File: config.mk
export PLATFORM = sky130hd
export DESIGN_NAME = div_ratio_monitor
export DESIGN_NICKNAME = d
export VERILOG_FILES = /design/src/rtl/div_mon_pkg.sv /design/src/rtl/edge_sync.sv /design/src/rtl/div_ratio_monitor.sv
export SDC_FILE = /design/constraint.sdc
export NUM_CORES = 1
export LEC_CHECK = 0
export ABC_AREA = 1
export CELL_PAD_IN_SITES_DETAIL_PLACEMENT = 0
export CELL_PAD_IN_SITES_GLOBAL_PLACEMENT = 2
export CORE_ASPECT_RATIO = 0.5
export CORE_MARGIN = 2
export CORE_UTILIZATION = 30
export DETAILED_ROUTE_END_ITERATION = 12
export GPL_TIMING_DRIVEN = 0
export PLACE_DENSITY = 0.74
export SLEW_MARGIN = 0
export SYNTH_ARGS = -nofsm -noshare
export SYNTH_HDL_FRONTEND = slang
export SYNTH_HIERARCHICAL = 1
export SYNTH_SLANG_ARGS = --single-unit
File: constraint.sdc
create_clock -name clk -period 2.9 [get_ports clk]
set_input_delay 0.725 -clock clk [delete_from_list [all_inputs] [get_ports clk]]
set_output_delay 0.725 -clock clk [all_outputs]
set_load 0.01 [all_outputs]
File: src/rtl/div_mon_pkg.sv
// Shared types and constants for the divided-clock ratio monitor.
package div_mon_pkg;

    typedef enum logic [1:0] {IDLE, ACQ, LOCKED} mon_state_t;

    localparam int ERR_W         = 8;
    localparam int CNT_W_DEFAULT = 16;

endpackage

File: src/rtl/edge_sync.sv
// Synchronizer chain for an asynchronous level, with the synchronized level
// and single-cycle rise/fall strobes.
module edge_sync #(
    parameter int SYNC_STAGES = 2
) (
    input  logic clk,
    input  logic rst,
    input  logic d,
    output logic level,
    output logic rise,
    output logic fall
);

    logic [SYNC_STAGES-1:0] chain;
    logic                   prev;

    // The previous-value flop sits after the chain so that rise/fall compare
    // two fully synchronized samples.
    always_ff @(posedge clk or negedge rst) begin
        if (!rst) begin
            chain <= '0;
            prev  <= 1'b0;
        end else begin
            for (int i = SYNC_STAGES - 1; i > 0; i--) begin
                chain[i] <= chain[i-1];
            end
            chain[0] <= d;
            prev     <= chain[SYNC_STAGES-1];
        end
    end

    assign level = chain[SYNC_STAGES-1];
    assign rise  = level & ~prev;
    assign fall  = ~level & prev;

endmodule

File: src/rtl/div_ratio_monitor.sv
// Measures period and high time of a divided clock in source-clock cycles,
// locks on a run of matching periods and flags ratio/duty errors and stalls.
module div_ratio_monitor
    import div_mon_pkg::*;
#(
    parameter int EXP_DIV     = 3,
    parameter int CNT_W       = CNT_W_DEFAULT,
    parameter int LOCK_CNT    = 4,
    parameter int TIMEOUT     = 64,
    parameter int SYNC_STAGES = 2
) (
    input  logic             clk,
    input  logic             rst,
    input  logic             div_in,
    input  logic             clr_err,
    output logic [CNT_W-1:0] period_o,
    output logic [CNT_W-1:0] high_o,
    output logic             meas_valid,
    output logic             locked,
    output logic             err_pulse,
    output logic             stuck,
    output logic [ERR_W-1:0] err_count
);

    localparam int               RUN_W       = $clog2(LOCK_CNT + 1);
    localparam logic [CNT_W-1:0] CNT_MAX     = '1;
    localparam logic [CNT_W-1:0] CNT_ONE     = CNT_W'(1);
    localparam logic [CNT_W:0]   EXT_ONE     = (CNT_W + 1)'(1);
    localparam logic [CNT_W-1:0] EXP_CNT     = CNT_W'(EXP_DIV);
    localparam logic [CNT_W-1:0] TIMEOUT_CNT = CNT_W'(TIMEOUT);
    localparam logic [RUN_W-1:0] RUN_ONE     = RUN_W'(1);
    localparam logic [RUN_W-1:0] LOCK_RUN    = RUN_W'(LOCK_CNT);
    localparam logic [ERR_W-1:0] ERR_MAX     = '1;
    localparam logic [ERR_W-1:0] ERR_ONE     = ERR_W'(1);

    logic level, rise, unused_fall;

    edge_sync #(.SYNC_STAGES(SYNC_STAGES)) u_sync (
        .clk   (clk),
        .rst   (rst),
        .d     (div_in),
        .level (level),
        .rise  (rise),
        .fall  (unused_fall)
    );

    mon_state_t       state, state_next;
    logic [CNT_W-1:0] cnt, hcnt, meas;
    logic [RUN_W-1:0] run, run_next;
    logic [CNT_W:0]   twice_high, meas_ext;
    logic             capture, match, duty_ok, timeout_hit, err_inc;

    // Duty tolerance of one cycle absorbs sampling skew on odd ratios.
    assign meas       = (cnt == CNT_MAX) ? CNT_MAX : cnt + CNT_ONE;
    assign twice_high = {hcnt, 1'b0};
    assign meas_ext   = {1'b0, meas};
    assign duty_ok    = (twice_high == meas_ext) ||
                        (twice_high == meas_ext + EXT_ONE) ||
                        (twice_high + EXT_ONE == meas_ext);
    assign match      = (meas == EXP_CNT) && duty_ok;

    // A rise always takes priority over a coincident timeout.
    always_comb begin
        state_next  = state;
        run_next    = run;
        capture     = 1'b0;
        err_inc     = 1'b0;
        timeout_hit = 1'b0;
        if (rise) begin
            case (state)
                IDLE: begin
                    state_next = ACQ;
                    run_next   = '0;
                end
                ACQ: begin
                    capture = 1'b1;
                    if (!match) begin
                        run_next = '0;
                    end else if (run + RUN_ONE == LOCK_RUN) begin
                        state_next = LOCKED;
                        run_next   = '0;
                    end else begin
                        run_next = run + RUN_ONE;
                    end
                end
                LOCKED: begin
                    capture = 1'b1;
                    if (!match) begin
                        err_inc    = 1'b1;
                        state_next = ACQ;
                        run_next   = '0;
                    end
                end
                default: state_next = IDLE;
            endcase
        end else if (cnt == TIMEOUT_CNT && !stuck) begin
            timeout_hit = 1'b1;
            err_inc     = (state == LOCKED);
            state_next  = IDLE;
            run_next    = '0;
        end
    end

    always_ff @(posedge clk or negedge rst) begin
        if (!rst) begin
            state      <= IDLE;
            run        <= '0;
            cnt        <= '0;
            hcnt       <= '0;
            period_o   <= '0;
            high_o     <= '0;
            meas_valid <= 1'b0;
            locked     <= 1'b0;
            err_pulse  <= 1'b0;
            stuck      <= 1'b0;
            err_count  <= '0;
        end else begin
            state <= state_next;
            run   <= run_next;

            if (rise) begin
                cnt <= '0;
            end else if (cnt != CNT_MAX) begin
                cnt <= cnt + CNT_ONE;
            end

            if (rise) begin
                hcnt <= CNT_ONE;
            end else if (level && hcnt != CNT_MAX) begin
                hcnt <= hcnt + CNT_ONE;
            end

            meas_valid <= capture;
            if (capture) begin
                period_o <= meas;
                high_o   <= hcnt;
            end

            // locked follows the state register, so it lags entry and exit by one cycle.
            locked    <= (state == LOCKED);
            err_pulse <= err_inc;

            if (rise) begin
                stuck <= 1'b0;
            end else if (timeout_hit) begin
                stuck <= 1'b1;
            end

            if (clr_err) begin
                err_count <= '0;
            end else if (err_inc && err_count != ERR_MAX) begin
                err_count <= err_count + ERR_ONE;
            end
        end
    end

endmodule

==> impl_metrics.py <==
metrics = {
    "synth": {
        "syn_area_per_cell_um2": 7.10,
        "netlist_instances": 707,
        "netlist_area_um2": 5020,
        "syn_nets": 722,
        "synth_warnings": 6,
    },
    "clocking": {
        "cts_tree": "yes",
        "htree_levels": 3,
        "hold_buffers": 0,
        "clkTransAtPathRegs_ns": 0.07,
        "clockBufferDepth": 2,
        "cts_root_buf": "clkbuf_16",
        "clock-sinks": 84,
        "clk-insertion-delay-late_ns": 0.35,
        "numCtsBuffers": 9,
    },
    "timing": {
        "rsz0062_at_grt": "true",
        "hold_viol": 0,
        "final-setup-viol-count": 0,
        "finClkSkew_ns": 0.0133,
        "max_slew_margin_pct": 57.5,
        "period_share_pct": 98.8,
        "timing.setup.tns_ns": 0,
        "worst_pin_slew_ns": 0.638,
        "slew_viol_final": 0,
        "timing.hold.ws_ns": 0.237,
        "layout_min_cycle_time_ns": 2.87,
        "fmax_ghz": 0.349,
    },
    "global_route": {
        "antenna_found_initial": 0,
        "grt_usage_pct": 19.2,
        "grt_remaining_overflow": 0,
        "grt_max_degree": 69,
        "first_global_vias": 4734,
        "grt_pass1_wl_mm": 26.0,
    },
    "floorplanning": {
        "dieArea_um2": 17800,
        "die_x_um": 187,
        "core_area_um2": 16400,
        "ios": 48,
        "rows": 33,
        "die_h_um": 95.5,
        "floorplan.initialDensity_pct": 30.6,
    },
    "layout": {
        "layout-drive-gt1-share_pct": 20.2,
        "design.final.nets": 813,
        "antenna_cells": 0,
        "fillers": 1723,
        "post-route-util_pct": 41.7,
        "area_growth_pct": 36.2,
        "final_area_um2": 6840,
        "stdcell_count": 1030,
    },
    "setup_path": {
        "cp-start-kind": "flip-flop",
        "worst_setup_path_end_kind": "flip-flop",
        "critPathMaxFanout": 8,
        "required_ns": 3.14,
        "worstSetupPathType": "reg2reg",
        "cp.arrival_ns": 3.11,
    },
    "route": {
        "drtIter0Drc": 261,
        "vias": 4834,
        "wl_per_cell_um": 15.9,
        "wl_mm": 16.4,
        "first_pass_iters": 7,
        "top_layer": "met4",
        "drc": 0,
        "wl_met1_mm": 8.59,
        "avgViaCountPerCell": 4.69,
        "dr_wl_met2_mm": 7.08,
        "dr_wl_met3_um": 576,
        "ant_nets": 0,
    },
    "place": {
        "dp_cells": 981,
        "dp_hpwl_mm": 12.3,
        "place_area_um2": 5790,
        "port-buffer-count": 46,
        "gp_congestion": 0.878,
    },
    "flow_run": {
        "maxCapViolCount": 0,
    },
    "power": {
        "power.leakage_uw": 0.00324,
        "powerDensity_nw_per_um2": 537,
        "ir_worst_vdd_mv": 0.241,
    },
    "run_status": {
        "status": "completed",
    },
    "min_path": {
        "holdCritPathClass": "in2async",
    },
}
-- stage by stage --
stage          power, uW  setup slack (ns)
6_report            3670            0.0337
5_1_grt             3870            -0.164
3_3_place_gp        2200             -2.15
4_1_cts             3570           0.00414
2_1_floorplan       1850             0.164
3_5_place_dp        2200            -0.917
-- metal layers --
layer  track usage [%]  vias to the layer above
met4              4.30                        0
met5                 0                        -
li1                  -                     2455
met2              30.3                       70
met3              3.94                       16
met1              27.3                     2293
-- critical path, stage by stage, from the launching register on --
cell and delay, ns:
dfrtp_2 0.42, ha_4 0.17, nand2_2 0.09, nor2_4 0.23, buf_6 0.14, nand3_1 0.08, nand2_2 0.14, nand2_4 0.09
inv_1 0.21, xnor3_1 0.35, nor2_1 0.15, nand3_2 0.11, nand2_4 0.12, nand3_4 0.09, nand3_4 0.15, nand2_8 0.09
nand2_1 0.07, nand2_1 0.05
-- cells in the final DEF (no fill, tap or decap), drive strengths merged, types with 11 or more instances in the layout --
master           n
clkdlybuf4s50   45
a21oi           13
dfrtp           84
o21ai           49
inv             89
nor2            86
buf             38
nand2          231
clkbuf          20
nand4           21
nand3           61
ha              11
nor3            15
-- report_power, final --
part	switching [uW]	internal (uW)	total [uW]
logic	642	420	1060
clock network	545	702	1250
registers	93.6	1270	1360
-- final cells by class --
type	instances	area, um^2	area share [%]
flip-flops and latches	84	2110	30.9
clock inverters	6	72.6	1.06
inverters	90	340	4.98
multi-input cells	520	2960	43.3
well taps	227	284	4.15
clock buffers	10	239	3.50
plain buffers	13	70.1	1.02
repair buffers	80	758	11.1
-- final timing paths --
path | startpoint | to | slack (ns) | cells past startpoint
setup / recovery | cnt[0] | err_count[5] | 0.03 | 17
hold / removal | rst | err_count[0] | 0.24 | 1
setup reg to reg | cnt[0] | err_count[5] | 0.03 | 17
hold reg to reg | u_sync/chain[0] | u_sync/chain[1] | 0.36 | 0
max in group asynchronous | rst | cnt[0] | 2.01 | 2
min in group clk | u_sync/chain[0] | u_sync/chain[1] | 0.36 | 0
-- flip-flops by register name (all words and copies together), names as in the netlist --
register	count
cnt	16
hcnt	16
high_o	16
period_o	16
err_count	8
run	3
state	2
u_sync/chain	2
err_pulse	1
locked	1
meas_valid	1
stuck	1
u_sync/prev	1
-- repair_timing --
action,in CTS,in global routing
pin swaps,7,21
setup endpoints to repair,14,14
buffers inserted,16,16
resized for setup,56,74
cloned,1,0
Power figures use the tool's default switching activity.
